<file path="config.mk">
export PLATFORM = sky130hd
export DESIGN_NAME = gun_aim_ctrl
export DESIGN_NICKNAME = d
export VERILOG_FILES = /design/src/rtl/gun_aim_pkg.sv /design/src/rtl/gun_axis_digital.sv /design/src/rtl/gun_aim_ctrl.sv
export SDC_FILE = /design/constraint.sdc
export NUM_CORES = 1
export LEC_CHECK = 0
export ABC_AREA = 1
export BUFFER_PORTS_ARGS = -buffer_cell sky130_fd_sc_hd__buf_2
export CAP_MARGIN = 0
export CORE_MARGIN = 2
export CORE_UTILIZATION = 65
export CTS_CLUSTER_DIAMETER = 200
export DETAILED_ROUTE_END_ITERATION = 8
export PLACE_DENSITY = 0.93
export SYNTH_ARGS = -nofsm -noshare
export SYNTH_HDL_FRONTEND = slang
export SYNTH_SLANG_ARGS = --single-unit
</file>
<file path="constraint.sdc">
create_clock -name clk_sys -period 4.6 [get_ports clk_sys]
set_clock_uncertainty 0.1 [all_clocks]
set_input_delay 0.46 -clock clk_sys [delete_from_list [all_inputs] [get_ports clk_sys]]
set_output_delay 0.46 -clock clk_sys [all_outputs]
set_load 0.1 [all_outputs]
</file>
<file path="src/rtl/gun_aim_pkg.sv">
// Shared types, constants and the position clamp used by the gun aim controller.
package gun_aim_pkg;

    typedef enum logic [1:0] {
        SRC_DIGITAL = 2'd0,
        SRC_MOUSE   = 2'd1,
        SRC_ANALOG  = 2'd2
    } src_t;

    typedef enum logic [1:0] {
        AX_IDLE = 2'd0,
        AX_SLOW = 2'd1,
        AX_FAST = 2'd2
    } axis_st_t;

    localparam logic [5:0] GUN_CENTER = 6'd32;
    localparam logic [5:0] GUN_MAX    = 6'd63;

    function automatic logic [5:0] clamp_gun(input logic signed [12:0] v);
        if (v < 13'sd0)
            return 6'd0;
        if (v > 13'sd63)
            return GUN_MAX;
        return v[5:0];
    endfunction

endpackage

</file>
<file path="src/rtl/gun_axis_digital.sv">
// One axis of digital aim: press moves immediately, slow repeat while held, then full-rate after a hold time.
module gun_axis_digital
    import gun_aim_pkg::*;
#(
    parameter int STEP_DIV   = 2,
    parameter int ACCEL_HOLD = 16
) (
    input  logic              clk_sys,
    input  logic              reset,
    input  logic              tick_en,
    input  logic              dec,
    input  logic              inc,
    input  logic              center,
    output logic signed [1:0] move
);

    localparam logic [7:0] DIV_LAST  = 8'(STEP_DIV - 1);
    localparam logic [7:0] HOLD_LAST = 8'(ACCEL_HOLD);

    axis_st_t   st, st_n;
    logic [7:0] div, div_n;
    logic [7:0] hold, hold_n;
    logic       dir_r, dir_n;
    logic       pressed;
    logic signed [1:0] step;

    // Both buttons together cancel out and count as released.
    assign pressed = inc ^ dec;
    assign step    = inc ? 2'sb01 : 2'sb11;

    always_comb begin
        st_n   = st;
        div_n  = div;
        hold_n = hold;
        dir_n  = dir_r;
        move   = 2'sb00;
        if (center) begin
            st_n   = AX_IDLE;
            div_n  = 8'd0;
            hold_n = 8'd0;
        end else if (tick_en) begin
            if (!pressed) begin
                st_n   = AX_IDLE;
                div_n  = 8'd0;
                hold_n = 8'd0;
            end else if (st == AX_IDLE || inc != dir_r) begin
                // fresh press or reversal restarts the slow phase
                move   = step;
                st_n   = AX_SLOW;
                div_n  = 8'd0;
                hold_n = 8'd0;
                dir_n  = inc;
            end else if (st == AX_SLOW) begin
                hold_n = hold + 8'd1;
                if (div == DIV_LAST) begin
                    move  = step;
                    div_n = 8'd0;
                end else begin
                    div_n = div + 8'd1;
                end
                if (hold + 8'd1 == HOLD_LAST)
                    st_n = AX_FAST;
            end else begin
                move = step;
            end
        end
    end

    always_ff @(posedge clk_sys) begin
        if (reset) begin
            st    <= AX_IDLE;
            div   <= 8'd0;
            hold  <= 8'd0;
            dir_r <= 1'b0;
        end else begin
            st    <= st_n;
            div   <= div_n;
            hold  <= hold_n;
            dir_r <= dir_n;
        end
    end

endmodule

</file>
<file path="src/rtl/gun_aim_ctrl.sv">
// Light-gun aim controller: arbitrates joystick, mouse and analog stick and
// updates the 6-bit gun position on each rising edge of the 4 ms tick.
module gun_aim_ctrl
    import gun_aim_pkg::*;
#(
    parameter int STEP_DIV    = 2,
    parameter int ACCEL_HOLD  = 16,
    parameter int ANA_DEAD    = 16,
    parameter int MOUSE_SHIFT = 3
) (
    input  logic       clk_sys,
    input  logic       reset,
    input  logic       tick_4ms,
    input  logic       joy_left,
    input  logic       joy_right,
    input  logic       joy_up,
    input  logic       joy_down,
    input  logic       center,
    input  logic       ana_valid,
    input  logic [7:0] ana_x,
    input  logic [7:0] ana_y,
    input  logic       mouse_valid,
    input  logic [8:0] mouse_dx,
    input  logic [8:0] mouse_dy,
    output logic [5:0] gun_h,
    output logic [5:0] gun_v,
    output logic [1:0] src
);

    localparam logic signed [8:0] DEAD = 9'(ANA_DEAD);

    logic              tick_r, tick, tick_en;
    src_t              src_q, src_n;
    logic              mouse_hit, ana_hit;
    logic signed [8:0] ax, ay;
    logic signed [1:0] move_h, move_v;
    logic signed [11:0] acc_h, acc_v, step_h, step_v;
    logic              mouse_take;

    assign tick = tick_4ms & ~tick_r;
    assign src  = src_q;

    assign ax        = {ana_x[7], ana_x};
    assign ay        = {ana_y[7], ana_y};
    assign ana_hit   = ana_valid & ((ax > DEAD) | (ax < -DEAD) | (ay > DEAD) | (ay < -DEAD));
    assign mouse_hit = mouse_valid & ((|mouse_dx) | (|mouse_dy));

    always_comb begin
        src_n = src_q;
        if (joy_left | joy_right | joy_up | joy_down)
            src_n = SRC_DIGITAL;
        else if (mouse_hit)
            src_n = SRC_MOUSE;
        else if (ana_hit)
            src_n = SRC_ANALOG;
    end

    assign tick_en    = tick & (src_q == SRC_DIGITAL);
    assign mouse_take = tick & (src_q == SRC_MOUSE);

    gun_axis_digital #(.STEP_DIV(STEP_DIV), .ACCEL_HOLD(ACCEL_HOLD)) u_axis_h (
        .clk_sys (clk_sys),
        .reset   (reset),
        .tick_en (tick_en),
        .dec     (joy_left),
        .inc     (joy_right),
        .center  (center),
        .move    (move_h)
    );

    gun_axis_digital #(.STEP_DIV(STEP_DIV), .ACCEL_HOLD(ACCEL_HOLD)) u_axis_v (
        .clk_sys (clk_sys),
        .reset   (reset),
        .tick_en (tick_en),
        .dec     (joy_up),
        .inc     (joy_down),
        .center  (center),
        .move    (move_v)
    );

    assign step_h = acc_h >>> MOUSE_SHIFT;
    assign step_v = acc_v >>> MOUSE_SHIFT;

    // Drain the whole-unit part on a consumed tick, add the new delta, saturate at +/-2047.
    function automatic logic signed [11:0] acc_update(input logic signed [11:0] acc,
                                                      input logic signed [8:0]  d,
                                                      input logic               take,
                                                      input logic               add);
        logic signed [13:0] s, whole;
        s     = 14'(acc);
        whole = 14'(acc >>> MOUSE_SHIFT);
        if (take)
            s = s - (whole <<< MOUSE_SHIFT);
        if (add)
            s = s + 14'(d);
        if (s > 14'sd2047)
            return 12'sd2047;
        if (s < -14'sd2047)
            return -12'sd2047;
        return s[11:0];
    endfunction

    // Sum is kept wide enough that no step can wrap before clamping.
    function automatic logic [5:0] add_clamp(input logic [5:0] g, input logic signed [11:0] d);
        logic signed [12:0] s;
        s = $signed({7'd0, g}) + 13'(d);
        return clamp_gun(s);
    endfunction

    always_ff @(posedge clk_sys) begin
        if (reset) begin
            tick_r <= 1'b1;
            src_q  <= SRC_DIGITAL;
            gun_h  <= GUN_CENTER;
            gun_v  <= GUN_CENTER;
            acc_h  <= 12'sd0;
            acc_v  <= 12'sd0;
        end else begin
            tick_r <= tick_4ms;
            src_q  <= src_n;
            if (center || (src_q == SRC_MOUSE && src_n != SRC_MOUSE)) begin
                acc_h <= 12'sd0;
                acc_v <= 12'sd0;
            end else begin
                acc_h <= acc_update(acc_h, $signed(mouse_dx), mouse_take, mouse_valid);
                acc_v <= acc_update(acc_v, $signed(mouse_dy), mouse_take, mouse_valid);
            end
            if (center) begin
                gun_h <= GUN_CENTER;
                gun_v <= GUN_CENTER;
            end else if (tick) begin
                case (src_q)
                    SRC_DIGITAL: begin
                        gun_h <= add_clamp(gun_h, 12'(move_h));
                        gun_v <= add_clamp(gun_v, 12'(move_v));
                    end
                    SRC_MOUSE: begin
                        gun_h <= add_clamp(gun_h, step_h);
                        gun_v <= add_clamp(gun_v, step_v);
                    end
                    SRC_ANALOG: begin
                        gun_h <= {~ana_x[7], ana_x[6:2]};
                        gun_v <= {~ana_y[7], ana_y[6:2]};
                    end
                    default: ;
                endcase
            end
        end
    end

endmodule

</file>
Word-level counts from Yosys, hierarchy flattened
Index checks and enable logic that the tools add are counted.
Storage, ports and cells
  register bits: 77
  input port bits: 44
Cells by class
  $add $sub $neg: 12
  order comparisons: 16
  equality and inequality tests: 15
  multiplexer cells: 135
  bitwise gates (word level): 18
  reduce and logical (&&, ||, !) cells: 19
Operators with widths (number)
  14-bit 2-to-1 mux: 12
  8-bit 2-to-1 mux: 14
  12-bit 2-to-1 mux: 8
  6-bit 2-to-1 mux: 16
  1-bit 2-to-1 mux: 58
  2-bit 2-to-1 mux: 25
  6-bit one-hot mux with 3 select lines: 2
  8-bit by 1-bit adder with 8-bit output (second input constant): 4
  14-bit by 9-bit adder with 14-bit output: 2
  14-bit by 12-bit > comparator with 1-bit output (second input constant): 2
  14-bit by 12-bit < comparator with 1-bit output (second input constant): 2
  12-bit by 12-bit subtractor with 13-bit output: 2
  7-bit by 9-bit adder with 10-bit output: 2
  10-bit by 7-bit > comparator with 1-bit output (second input constant): 2
  10-bit by 1-bit < comparator with 1-bit output (second input constant): 2
  9-bit OR reduction: 2
  7-bit by 2-bit adder with 8-bit output: 2
  8-bit by 1-bit equality test with 1-bit output (second input constant): 2
  8-bit by 5-bit equality test with 1-bit output (second input constant): 2
  8-bit by 6-bit > comparator with 1-bit output (second input constant): 2
  8-bit by 7-bit > comparator with 1-bit output (second input constant): 2
  8-bit by 1-bit < comparator with 1-bit output (second input constant): 2
  8-bit by 5-bit < comparator with 1-bit output (second input constant): 2
  3-bit != test (second input constant): 4
  16 further kinds: 42

Logic depth before layout (Yosys ltp)
  depth after elaboration: 26
  mapped depth: 23
  mapped depth without buffers: 23

Cells and area by module
Synthesis repeated with hierarchy kept, for this count alone.
Second synthesis, totals
  cell total of the unflattened synthesis: 1199
  area total of the unflattened synthesis: 7164.4 µm²
Modules (own cells, without submodules)
  gun_aim_ctrl: instances 1, cells each 865, area an instance 4824.6 µm²
  gun_axis_digital: instances 2, cells each 167, area an instance 1169.9 µm²

Least setup slack after synthesis
No wires, ideal clock.
  path type: register -> register
  start: register src_q[1], in the netlist src[1]
  end: register gun_v[5]
  data arrival time: 3615 ps
  required time: 4440 ps
  slack: 824 ps
  cell stages (with the launch flop): 20
  cell sequence: dfxtp_1 -> inv_1 -> ha_1 -> nand3_1 -> nor2_1 -> nand3_1 -> inv_1 -> ha_1 -> inv_1 -> o21bai_1 -> a21oi_1 -> o21ai_0 -> nand2_1 -> nand2_1 -> nor2_1 -> nor3b_1 -> a21oi_1 -> nand2_1 -> nand2_1 -> nand2_1
Between the ends
  cells in the longest elaborated chain, start to end: 15
  elaborated cells on any way between the ends: 26
  classes of those cells: add/sub (1); order compare (2); eq/ne (2); mux (17); bitwise (1); reduce/logical (3)
RTL lines
  from (decl): line gun_aim_ctrl.sv:33  | src_t src_q, src_n;
  from (signal assigned): line gun_aim_ctrl.sv:120  | src_q <= src_n;
  2-bit zero test: line gun_aim_ctrl.sv:58, gun_aim_ctrl.sv:132
  1-bit bitwise AND: line gun_aim_ctrl.sv:58  | assign tick_en = tick & (src_q == SRC_DIGITAL);
  2-bit 2-to-1 mux: line gun_axis_digital.sv:41  | end else if (tick_en) begin
  2-bit 2-to-1 mux: line gun_axis_digital.sv:37  | if (center) begin
  7-bit by 2-bit adder with 8-bit output: line gun_aim_ctrl.sv:106  | s = $signed({7'd0, g}) + 13'(d);
  8-bit by 7-bit > comparator with 1-bit output: line gun_aim_pkg.sv:22  | if (v > 13'sd63)
  1-bit 2-to-1 mux (2 in series): line gun_aim_pkg.sv:22
  1-bit 2-to-1 mux: line gun_aim_ctrl.sv:132  | case (src_q)
  1-bit 2-to-1 mux: line gun_aim_ctrl.sv:131  | end else if (tick) begin
  1-bit 2-to-1 mux: line gun_aim_ctrl.sv:128  | if (center) begin
  1-bit 2-to-1 mux: line gun_aim_ctrl.sv:111  | if (reset) begin
  6-bit 2-to-1 mux: line gun_aim_pkg.sv:24  | return v[5:0];
  6-bit 2-to-1 mux: line gun_aim_pkg.sv:22
  6-bit one-hot mux with 3 select lines: line gun_aim_ctrl.sv:132
  to (signal assigned): line gun_aim_ctrl.sv:135  | gun_v <= add_clamp(gun_v, 12'(move_v));
  to (signal assigned): line gun_aim_ctrl.sv:139  | gun_v <= add_clamp(gun_v, step_v);
  to (signal assigned): line gun_aim_ctrl.sv:143  | gun_v <= {~ana_y[7], ana_y[6:2]};
  to (decl): line gun_aim_ctrl.sv:26  | output logic [5:0] gun_v,
Parallel ways exist; a longest one is shown, timed or not. The select of a mux whose other input is x is not followed.
A chain may end at the register's enable or synchronous reset.

Worst setup path in the final report
  start: register src_q[1], in the netlist src[1]
  end: register gun_v[2]
The elaborated chain is that of the path after synthesis.

==> metrics.md <==
| Metric | Value |
|---|---|
| Async S/R FF share, synth | `0%` |
| Clk slew on worst S/H paths | `0.09 ns` |
| Num CTS Buffers | `9` |
| Via/cell ratio | `5.53` |
| DP Cell Count | `1313` |
| Final setup fails | `0` |
| Normalized max-slew margin | `24.7%` |
| Max cap viols | `0` |
| Post-Syn Area | `0.00695 sq mm` |
| Fillers | `872` |
| Detailed placement HPWL | `13100 um` |
| Most frequent cells in the layout | `nand2_1, inv_1, nor2_1, nand3_1, a21oi_1` |
| Vias in the first global route | `6619` |
| Share of layout cells above drive strength 1 | `11.3%` |
| Worst setup SP type | `flip-flop` |
| Critical path endpoint category | `flip-flop` |
| Setup TNS | `0 ns` |
| Synth unique cells | `49` |
| Clock sink count | `77` |
| Worst EP required | `4.80 ns` |
| Syn avg cell area | `6.10 sq um` |
| First DRT Iteration DRCs | `445` |
| I/O Pins | `58` |
| First-pass GRT wire length | `28700 um` |
| Multi-input gate area | `0.00475 sq mm` |
| Min Hold Slack | `0.236 ns` |
| Worst-case register-to-register setup slack | `0.89 ns` |
| Period minus WS final | `3.71 ns` |
| Post-synth EDFFs | `0` |
| Avg WL per Cell | `12.6 um` |
| Final Instance Area | `0.00748 sq mm` |
| Yosys warns | `0` |
| Placed inst area | `0.00731 sq mm` |
| Crit path from | `src[1]` |
| CP Capture Point | `gun_v[2]` |
| Synth top area cells | `dfxtp_1, nand2_1, ha_1` |
| Post-synth top flop | `dfxtp_1` |
| Maximum VDD drop | `0.198 mV` |
| RSZ-0062 raised after global routing | `no` |
| Final wirelength | `16800 um` |
| Area Overhead vs Synth | `7.67%` |
| # port buffers | `57` |
| Syn_nets | `1236` |
| Post-synth top area share | `22.2%` |
| RR Startpoint | `src[1]` |
| Global route total overflow | `0` |
| Core ar. | `0.0104 sq mm` |
| RD Place Congestion | `0.913` |
| Nets | `1285` |
| Detail Route Antenna Nets | `0` |
| Die Span Y | `107 um` |
| Overall Power | `0.00165 W` |
| Post-synthesis sequential area ratio | `22.2%` |
| CTS tree | `yes` |
| Post-CTS Hold Fix Bufs | `0` |
| Synth area leader | `dfxtp_1` |
| DIE AREA | `0.0115 sq mm` |
| CTS resizes | `0` |
| Crit Path Max Fanout | `7` |
| Clk root buf | `clkbuf_8` |
| Sequential Area | `0.00154 sq mm` |
| Commonest non-fill, non-tap cell in the layout | `nand2_1` |
| Power per cell area | `221 mW/mm^2` |
| DR pass1 iterations | `5` |
| Worst min path class | `in -> reg` |
| Clock buffer depth | `2` |
| Final hold violation count | `0` |
| Diodes inserted | `0` |
| DR vias | `7348` |
| Critical R2R Capture | `gun_v[2]` |
| Clock Latency Late Sink | `0.37 ns` |
| Number of synthesized register bits | `77` |
| Mapped Cells | `1139` |
| Crit Path Class | `reg -> reg` |
| Initial antenna violation count | `0` |
| Drt drc | `0` |
| Status | `finished clean` |
| Depth of the CTS H-tree | `3` |
| GRT Total Usage | `30.2%` |
| Die width | `107 um` |
| Non-filler cells, final | `1329` |
| Static leakage | `3.88 nW` |
| Post-route clock period utilization | `80.7%` |
| Starting density of the core | `67.0%` |
| Slew @ Worst Pin | `1.12 ns` |
| Std cell rows | `37` |
| Post-CTS Setup Repair Bufs | `0` |
| R2R cell count | `17` |
| Fmax | `269 MHz` |
| Max-slew violations | `0` |
| Crit path DAT | `3.91 ns` |
| Largest net degree at the start of global routing | `43` |
[worst min-delay path by stage]
stage	from	to	slack, ns	depth (start not counted)
global placement	u_axis_v.div[7]	u_axis_v.div[7]	0.34	1
global route	reset	src[0]	0.23	2
detailed placement	u_axis_v.dir_r	u_axis_v.dir_r	0.37	2
finish	reset	src[0]	0.24	2
CTS	reset	src[0]	0.22	2
floorplan	u_axis_v.div[7]	u_axis_v.div[7]	0.32	1
[critical path, cell delays in order, from the launching register on]
cell and delay [ns]:
dfxtp_1 0.34, inv_1 0.11, ha_1 0.15, nand3_1 0.11, nor2_1 0.23, nand3_1 0.21
inv_1 0.24, ha_1 0.20, inv_1 0.06, o21bai_1 0.23, a21oi_1 0.10, o21ai_0 0.26
nand2_1 0.11, nand2_1 0.10, nor2_1 0.05, nor3b_1 0.65, a21oi_1 0.20, a21oi_1 0.18
[final cells by class]
| cell class | instances | share of cell area [%] |
|---|---|---|
| multi-input cells | 895 | 63.5 |
| clock buffers | 11 | 1.89 |
| clock inverters | 5 | 0.451 |
| repair buffers | 58 | 3.91 |
| well taps | 136 | 2.27 |
| flip-flops and latches | 77 | 20.6 |
| inverters | 147 | 7.37 |
[sequential cells by signal, indices dropped and copies added (netlist names), 6 cells and up]
name,count
acc_h,12
u_axis_v.hold,8
u_axis_v.div,8
gun_v,6
u_axis_h.div,8
gun_h,6
acc_v,12
u_axis_h.hold,8
[kinds of logic after synthesis]
logic type	count (synthesis)	synth area share, %
xor+xnor	25	3.15
flops	77	22.2
compound gates	164	13.6
simple gates	653	41.4
buf+inv	167	9.45
fa+ha+maj	53	10.2
[synth_stat cells (all sizes together) (6+ instances only)]
| cell | instances |
|---|---|
| xnor2 | 9 |
| dfxtp | 77 |
| ha | 47 |
| inv | 145 |
| nand2 | 397 |
| nor3 | 8 |
| clkbuf | 13 |
| a21oi | 82 |
| a2bb2oi | 6 |
| fa | 6 |
| nor4 | 7 |
| nand3 | 103 |
| o21ai | 49 |
| nand4 | 13 |
| xor2 | 16 |
| nor2 | 110 |
| buf | 7 |
[metal layers]
layer  share of wire (%)  GRT usage (%)  wire length (um)
met5                   0              0                 0
met4                 2.3           10.3               390
met3                 7.4           6.84              1240
met2                  46           50.4              7690
met1                  45           38.6              7490
[stage by stage]
step,util [%],worst slack (ns)
after floorplan,-,0.824
after global placement,70.5,1.10
after detailed placement,70.5,0.866
after CTS,72.2,0.972
after global routing,72.2,0.505
final,72.2,0.886
[where the power goes]
part           internal [W]  total, W  switching, W  leakage, nW
Sequential         0.000688  0.000715     0.0000278        0.625
Clock              0.000211  0.000478      0.000268       0.0857
Combinational      0.000156  0.000460      0.000304         3.17
Total               0.00105   0.00165      0.000599         3.88
Note: power is estimated with default switching activity, not from simulation.
